$ cat config.mk
export PLATFORM = sky130hd
export DESIGN_NAME = mm_operand_loader_flat
export DESIGN_NICKNAME = d
export VERILOG_FILES = /design/src/rtl/mm_operand_loader_if.sv /design/src/rtl/mm_operand_loader.sv /design/src/flat_wrapper.sv
export SDC_FILE = /design/constraint.sdc
export NUM_CORES = 1
export LEC_CHECK = 0
export ABC_AREA = 1
export BUFFER_PORTS_ARGS = -buffer_cell sky130_fd_sc_hd__buf_2
export CAP_MARGIN = 20
export CELL_PAD_IN_SITES_DETAIL_PLACEMENT = 0
export CELL_PAD_IN_SITES_GLOBAL_PLACEMENT = 1
export CORE_ASPECT_RATIO = 1.25
export CORE_MARGIN = 2
export CORE_UTILIZATION = 53
export CTS_BUF_LIST = sky130_fd_sc_hd__clkbuf_4
export DETAILED_ROUTE_END_ITERATION = 16
export PLACE_DENSITY_LB_ADDON = 0.1
export RECOVER_POWER = 50
export SYNTH_ARGS = -nofsm -noshare
export SYNTH_HDL_FRONTEND = slang
export SYNTH_SLANG_ARGS = --single-unit
$ cat constraint.sdc
create_clock -name clock -period 4.6 [get_ports clock]
set_input_delay 0.69 -clock clock [delete_from_list [all_inputs] [get_ports clock]]
set_output_delay 0.69 -clock clock [all_outputs]
set_load 0.01 [all_outputs]
$ cat src/rtl/mm_operand_loader_if.sv
// Stream-in / operand-out bundle for the 2x2 matrix multiplier loader.
// master drives the element stream and out_ready; slave is the loader.
interface mm_operand_loader_if #(
   parameter int WIDTH = 8
);
   logic [WIDTH-1:0]   in_data;
   logic               in_valid;
   logic               in_ready;
   logic               in_last;
   logic [4*WIDTH-1:0] A;
   logic [4*WIDTH-1:0] B;
   logic               out_valid;
   logic               out_ready;
   logic               frame_err;

   modport master (
      output in_data, in_valid, in_last, out_ready,
      input  in_ready, A, B, out_valid, frame_err
   );

   modport slave (
      input  in_data, in_valid, in_last, out_ready,
      output in_ready, A, B, out_valid, frame_err
   );
endinterface

$ cat src/rtl/mm_operand_loader.sv
// Packs 8 streamed elements into A/B operand words via a ping-pong buffer.
// Optional in_last framing check: define MM_OPERAND_LOADER_FRAME_CHECK_EN.
module mm_operand_loader #(
   parameter int WIDTH = 8
) (
   input logic               clock,
   input logic               reset,
   mm_operand_loader_if.slave bus
);

   logic [WIDTH-1:0] mem [2][8];
   logic [1:0]       full;
   logic             wp;
   logic             rp;
   logic [2:0]       cnt;
   logic             accept;
   logic             drain;
   logic             complete;
   logic             violation;

   assign accept   = bus.in_valid && bus.in_ready;
   assign drain    = bus.out_valid && bus.out_ready;
   assign complete = accept && (cnt == 3'd7) && !violation;

`ifdef MM_OPERAND_LOADER_FRAME_CHECK_EN
   logic err_q;

   // in_last must mark exactly the 8th element of every frame
   assign violation = accept && (bus.in_last != (cnt == 3'd7));

   always_ff @(posedge clock) begin
      if (reset) begin
         err_q <= 1'b0;
      end else begin
         err_q <= violation;
      end
   end

   assign bus.frame_err = err_q;
`else
   logic unused_last;

   assign unused_last   = bus.in_last;
   assign violation     = 1'b0;
   assign bus.frame_err = 1'b0;
`endif

   always_ff @(posedge clock) begin
      if (reset) begin
         full <= 2'b00;
         wp   <= 1'b0;
         rp   <= 1'b0;
         cnt  <= 3'd0;
         for (int s = 0; s < 2; s++) begin
            for (int i = 0; i < 8; i++) begin
               mem[s][i] <= '0;
            end
         end
      end else begin
         if (accept) begin
            mem[wp][cnt] <= bus.in_data;
         end
         if (violation) begin
            cnt <= 3'd0;
         end else if (accept) begin
            cnt <= cnt + 3'd1;
         end
         // fill and drain never address the same slot in one cycle
         if (complete) begin
            full[wp] <= 1'b1;
            wp       <= ~wp;
         end
         if (drain) begin
            full[rp] <= 1'b0;
            rp       <= ~rp;
         end
      end
   end

   assign bus.in_ready  = !full[wp];
   assign bus.out_valid = full[rp];
   assign bus.A = {mem[rp][0], mem[rp][1],
                   mem[rp][2], mem[rp][3]};
   assign bus.B = {mem[rp][4], mem[rp][5],
                   mem[rp][6], mem[rp][7]};

endmodule

$ cat src/flat_wrapper.sv
// flat-port wrapper written by rule: the top's interface ports become plain ports
module mm_operand_loader_flat 
#(
   parameter int WIDTH = 8
)
  (clock, reset, bus_in_data, bus_in_valid, bus_in_last, bus_out_ready, bus_in_ready, bus_A, bus_B, bus_out_valid, bus_frame_err);
  mm_operand_loader_if #(.WIDTH(WIDTH)) bus_i ();
  input logic clock;
  input logic reset;
  input wire logic [$bits(bus_i.in_data)-1:0] bus_in_data;
  input wire logic [$bits(bus_i.in_valid)-1:0] bus_in_valid;
  input wire logic [$bits(bus_i.in_last)-1:0] bus_in_last;
  input wire logic [$bits(bus_i.out_ready)-1:0] bus_out_ready;
  output wire logic [$bits(bus_i.in_ready)-1:0] bus_in_ready;
  output wire logic [$bits(bus_i.A)-1:0] bus_A;
  output wire logic [$bits(bus_i.B)-1:0] bus_B;
  output wire logic [$bits(bus_i.out_valid)-1:0] bus_out_valid;
  output wire logic [$bits(bus_i.frame_err)-1:0] bus_frame_err;
  assign bus_i.in_data = bus_in_data;
  assign bus_i.in_valid = bus_in_valid;
  assign bus_i.in_last = bus_in_last;
  assign bus_i.out_ready = bus_out_ready;
  assign bus_in_ready = bus_i.in_ready;
  assign bus_A = bus_i.A;
  assign bus_B = bus_i.B;
  assign bus_out_valid = bus_i.out_valid;
  assign bus_frame_err = bus_i.frame_err;
  mm_operand_loader #(.WIDTH(WIDTH)) u_core (.clock(clock), .reset(reset), .bus(bus_i));
endmodule
After elaboration in Yosys (flattened, before gate mapping)
Memory sizes are Yosys's and may differ from the RTL's. A register that Yosys moved wholly into a read port is not among the register bits.
Cells that the tools add are included.
{ "classes": {"n_eq_ne": 1, "muxes": 23, "magnitude_cmp": 6, "reduce_logical": 8, "bitwise_logic": 6, "addsub": 1} }
{ "op_table": {"columns": ["operator", "count"], "rows": [
  ["64-bit two-way mux", 3],
  ["64-bit OR reduction", 1],
  ["8-bit demux with 3-bit select", 1],
  ["1-bit two-way mux", 13],
  ["8-bit two-way mux", 1],
  ["1-bit logical AND", 6],
  ["2-bit two-way mux", 3],
  ["4-bit greater-or-equal comparator, second input constant", 1],
  ["1-bit by 2-bit < comparator with 1-bit output, second input constant", 2],
  ["4-bit by 1-bit < comparator with 1-bit output, second input constant", 1],
  ["3-bit inverter with 4-bit output", 1],
  ["3-bit by 1-bit adder with 3-bit output, second input constant", 1],
  ["3-bit equality test, second input constant", 1],
  ["2-bit AND", 1],
  ["1-bit demux with 1-bit select", 2],
  ["1-bit greater-or-equal comparator, second input constant", 2],
  ["1-bit inverter", 2],
  ["2-bit inverter", 1],
  ["2-bit OR", 1],
  ["1-bit logical NOT", 1]
]} }
{ "word_totals": {"word_cells": 50, "n_memories": 1, "register_bits": 7, "in_bits": 13, "ramBits": 128} }
{ "memory_table": {"columns": ["memory", "words", "width", "read_ports", "rd_clocked_by_memory_dff", "write_ports", "line", "rtl"], "rows": [
  ["u_core.mem", 2, 64, 1, 1, 2, "mm_operand_loader.sv:11", "logic [WIDTH-1:0] mem [2][8];"]
]} }

Longest topological paths before layout
{ "logic_depth": {"depth_word": 9, "ltp_mapped": 8} }

Worst setup path before layout
OpenSTA, ideal clock, no wires.
{ "synth_path": {"kind": "input-to-reg", "from": "in bus_in_valid", "to": "mem u_core.mem[1][0] (netlist bit) (enable)", "stages": 3, "t_required_ps": 4216, "setup_ps": 384, "n_path_buf": 1, "slack_ps": 2624, "t_arrival_ps": 1592, "path_cell_list": "nand3_4 -> buf_2 -> o21ai_0"} }
{ "synth_rtl": {"columns": ["item", "line", "rtl"], "rows": [
  ["start: declaration", "flat_wrapper.sv:11", "input wire logic [$bits(bus_i.in_valid)-1:0] bus_in_valid;"],
  ["end: declaration", "mm_operand_loader.sv:11", null]
]} }

==> impl_metrics.py <==
metrics = {
    "synth": {
        "synth_top_area_share": 0.668,
        "synthTopCellsByCount": "128 x edfxtp_1, 79 x nor2_1, 64 x mux2_2",
        "synth_cell_types": 27,
        "synth_edf_count": 128,
        "synth-seq-cells": 136,
        "synth_seq_area_share": 0.696,
        "synthAdderAreaFrac": 0.00435,
        "synthFlopType": "edfxtp_1",
        "post-synth-top-area-cell": "edfxtp_1",
        "synth_fp_nets": 415,
        "postSynthAreaPerCell_sq_um": 14.4,
        "synth_cells": 400,
        "yosys.area_share.xor_xnor": 0,
        "synth_warnings": 0,
        "synth_top_family_by_area": "simple AND/OR/NAND/NOR gates",
        "synthMuxAreaShare": 0.125,
        "synth.cell_area_sq_um": 5750,
        "yosys.area_share.simple": 0.128,
        "synthMostInstantiatedCell": "edfxtp_1",
        "synthTopCellsByArea": "edfxtp_1 67%, mux2_2 13%, nor2_1 5.2%",
        "async_reset_ff_frac": 0,
        "synth-compound-area-share": 0.0133,
    },
    "power": {
        "power.density_nw_per_um2": 374,
        "vdd_drop_max_v": 0.000206,
        "switchingPower_uw": 540,
        "p_leak_nw": 2.57,
        "p_seq_frac": 0.589,
        "sw_frac_of_total": 0.223,
        "comb_power_share": 0.064,
        "p_int_mw": 1.88,
        "power_frac_clock": 0.347,
    },
    "floorplan": {
        "chipWidth_microns": 97.2,
        "core_sq_um": 10600,
        "start_util": 0.545,
        "io_pins": 80,
        "num_rows": 42,
        "die_h_microns": 120,
        "die_area_sq_um": 11700,
    },
    "worst_setup_path": {
        "r2r_cells": 6,
        "worstPathRequired_ns": 4.78,
        "cp-end-kind": "register",
        "cp.arrival_ns": 3.79,
        "slowest_stage": "nor2_1",
        "timing.rr.end": "u_core.mem[0][20]",
        "cp_cell_sequence": "clkinvlp_2 -> nand2_1 -> nand3_4 -> nor2_1 -> nand3_4 -> nand2_1",
        "cp_max_fo": 13,
        "path_buf_inv": 1,
        "cp_slowest_stage_delay_ns": 0.78,
        "startpoint": "u_core.wp",
        "regToRegStartpoint": "u_core.wp",
        "criticalPathCategory": "reg -> reg",
        "crit_cells": 6,
        "r2r_setup_slack_ns": 0.99,
        "start_kind": "register",
        "cp_top_family": "simple AND/OR/NAND/NOR gates",
        "endpoint": "u_core.mem[0][20]",
    },
    "clock_tree": {
        "cts-hold-fix-buffers": 0,
        "cts_buffer_depth": 2,
        "cts_made_buffers": 17,
        "root_buffer": "clkbuf_4",
        "cts.sinks": 136,
        "cts-resized-gates": 0,
        "clk-insertion-delay-late_ns": 0.51,
        "htreeDepth": 4,
        "cts_tree": "done",
        "cts_setup_buffers": 0,
        "cts.clk_slew.worst_paths_ns": 0.11,
    },
    "place": {
        "placement.io_buffers": 77,
        "gp_congestion": 0.746,
        "pre_cts_ws_ns": 2.06,
        "dp_hpwl_mm": 7.83,
        "dpl-instance-area_sq_um": 6230,
    },
    "timing": {
        "maxSlewViolCount": 0,
        "fin_crit_sh": 0.786,
        "relSlewSlack": 0.347,
        "finalSetupViolCount": 0,
        "clock_skew_ns": 0.00951,
        "tightest_slew_ns": 0.976,
        "setup_ws_ns": 0.987,
        "rsz0062_at_grt": "false",
        "finalSetupTns_ns": 0,
        "hold_viol_final": 0,
        "timing.fmax_mhz": 277,
        "period_minus_slack_ns": 3.61,
    },
    "grt": {
        "grt_antenna_before_repair": 0,
        "grt_pass1_wl_mm": 18.4,
        "overflow": 0,
        "track_usage": 0.218,
        "grt_pass1_vias": 3439,
        "grt_max_degree": 45,
    },
    "min_path": {
        "holdPathStages": 2,
        "hold_path_class": "in -> reg",
        "min_from": "reset",
    },
    "routing": {
        "routed_wl_mm": 12.2,
        "wl_per_cell_microns": 19.3,
        "drtIter0Drc": 199,
        "dr.pass1.iters": 4,
        "via_per_inst": 5.42,
        "vias": 3418,
        "route.detailed.drc": 0,
        "ant_nets": 0,
    },
    "finish": {
        "area_delta_synth_final_pct": 12.7,
        "fin_util": 0.614,
        "drive_gt1_frac": 0.369,
        "fin_area_sq_um": 6480,
        "antenna_cells": 0,
        "nets": 501,
    },
    "job": {
        "cap_violations": 0,
    },
    "status": {
        "outcome": "complete, no violations",
    },
}
## per-stage QoR
step | hold slack, ns | total power, mW | cells
finish | 0.455 | 2.42 | 631
floorplan | 0.479 | 1.55 | 400
detailed placement | 0.510 | 1.62 | 598
CTS | 0.405 | 2.44 | 630
global placement | 0.506 | 1.61 | 596
global route | 0.422 | 2.51 | 631
## power groups by stage
stage / combinational (mW) / clock (mW) / sequential, mW
global route: 0.170 / 0.905 / 1.43
detailed placement: 0.161 / 0 / 1.46
finish: 0.156 / 0.842 / 1.43
global placement: 0.159 / 0 / 1.45
floorplan: 0.0970 / 0 / 1.45
CTS: 0.162 / 0.853 / 1.43
## cell type report
type	instances	area, sq um
fillers	899	4080
flip-flops and latches	136	4010
multi-input cells	226	1510
repair buffers	81	402
clock inverters	15	184
well taps	132	165
clock buffers	17	128
inverters	24	91.3
## cell usage in the layout, fill, tap and decap left out
master	Yosys	routed
a21oi_1	6	6
a31oi_1	1	1
buf_2	10	75
buf_4	1	1
bufinv_16	0	4
clkbuf_1	0	5
clkbuf_4	0	17
clkinv_1	8	9
clkinv_2	0	7
clkinv_4	0	2
clkinvlp_2	0	1
clkinvlp_4	0	1
conb_1	1	1
dfxtp_1	8	7
dfxtp_2	0	1
edfxtp_1	128	128
ha_1	2	2
inv_1	14	15
mux2_2	64	64
nand2_1	33	36
nand2_2	3	2
nand3_1	6	6
nand3_4	6	6
nand4_1	1	4
nor2_1	79	80
nor2_8	2	1
nor3_1	7	7
nor3_2	2	2
o21ai_0	7	7
o21ai_1	1	1
## logic make-up (layout without fill, tap and decap cells)
kind of cell | count (synthesis) | after routing
other | 1 | 1
AOI/OAI and AO/OA | 15 | 15
DFF | 136 | 136
and+or+nand+nor | 144 | 144
adders and majority gates | 2 | 2
buffers and inverters | 38 | 137
muxes | 64 | 64
## per-layer routing
layer  GRT usage  vias up  share of wire
li1            -     1599              -
met1       0.264     1667           0.37
met2       0.360      131           0.52
met3      0.0584       21          0.080
met4       0.113        0          0.022
met5           0        -              0
## flip-flops by register name (all words and copies together), names as in the netlist, named ones only
signal and count:
u_core.cnt 3, u_core.rp 1, u_core.wp 1, u_core.full 2, u_core.mem 128
## worst min path at each step
stage | slack, ns | end
after detailed placement | 0.51 | u_core.rp
after global placement | 0.51 | u_core.rp
final | 0.45 | u_core.cnt[0]
after CTS | 0.41 | u_core.cnt[0]
after global routing | 0.42 | u_core.cnt[0]
after floorplan | 0.48 | u_core.cnt[1]
## worst reg2reg max path, cell delays in order (launching register included)
cell and delay [ns]:
dfxtp_1 0.57, clkinvlp_2 0.73, nand2_1 0.36, nand3_4 0.18, nor2_1 0.78, nand3_4 0.29, nand2_1 0.38
Power figures use the tool's default switching activity.
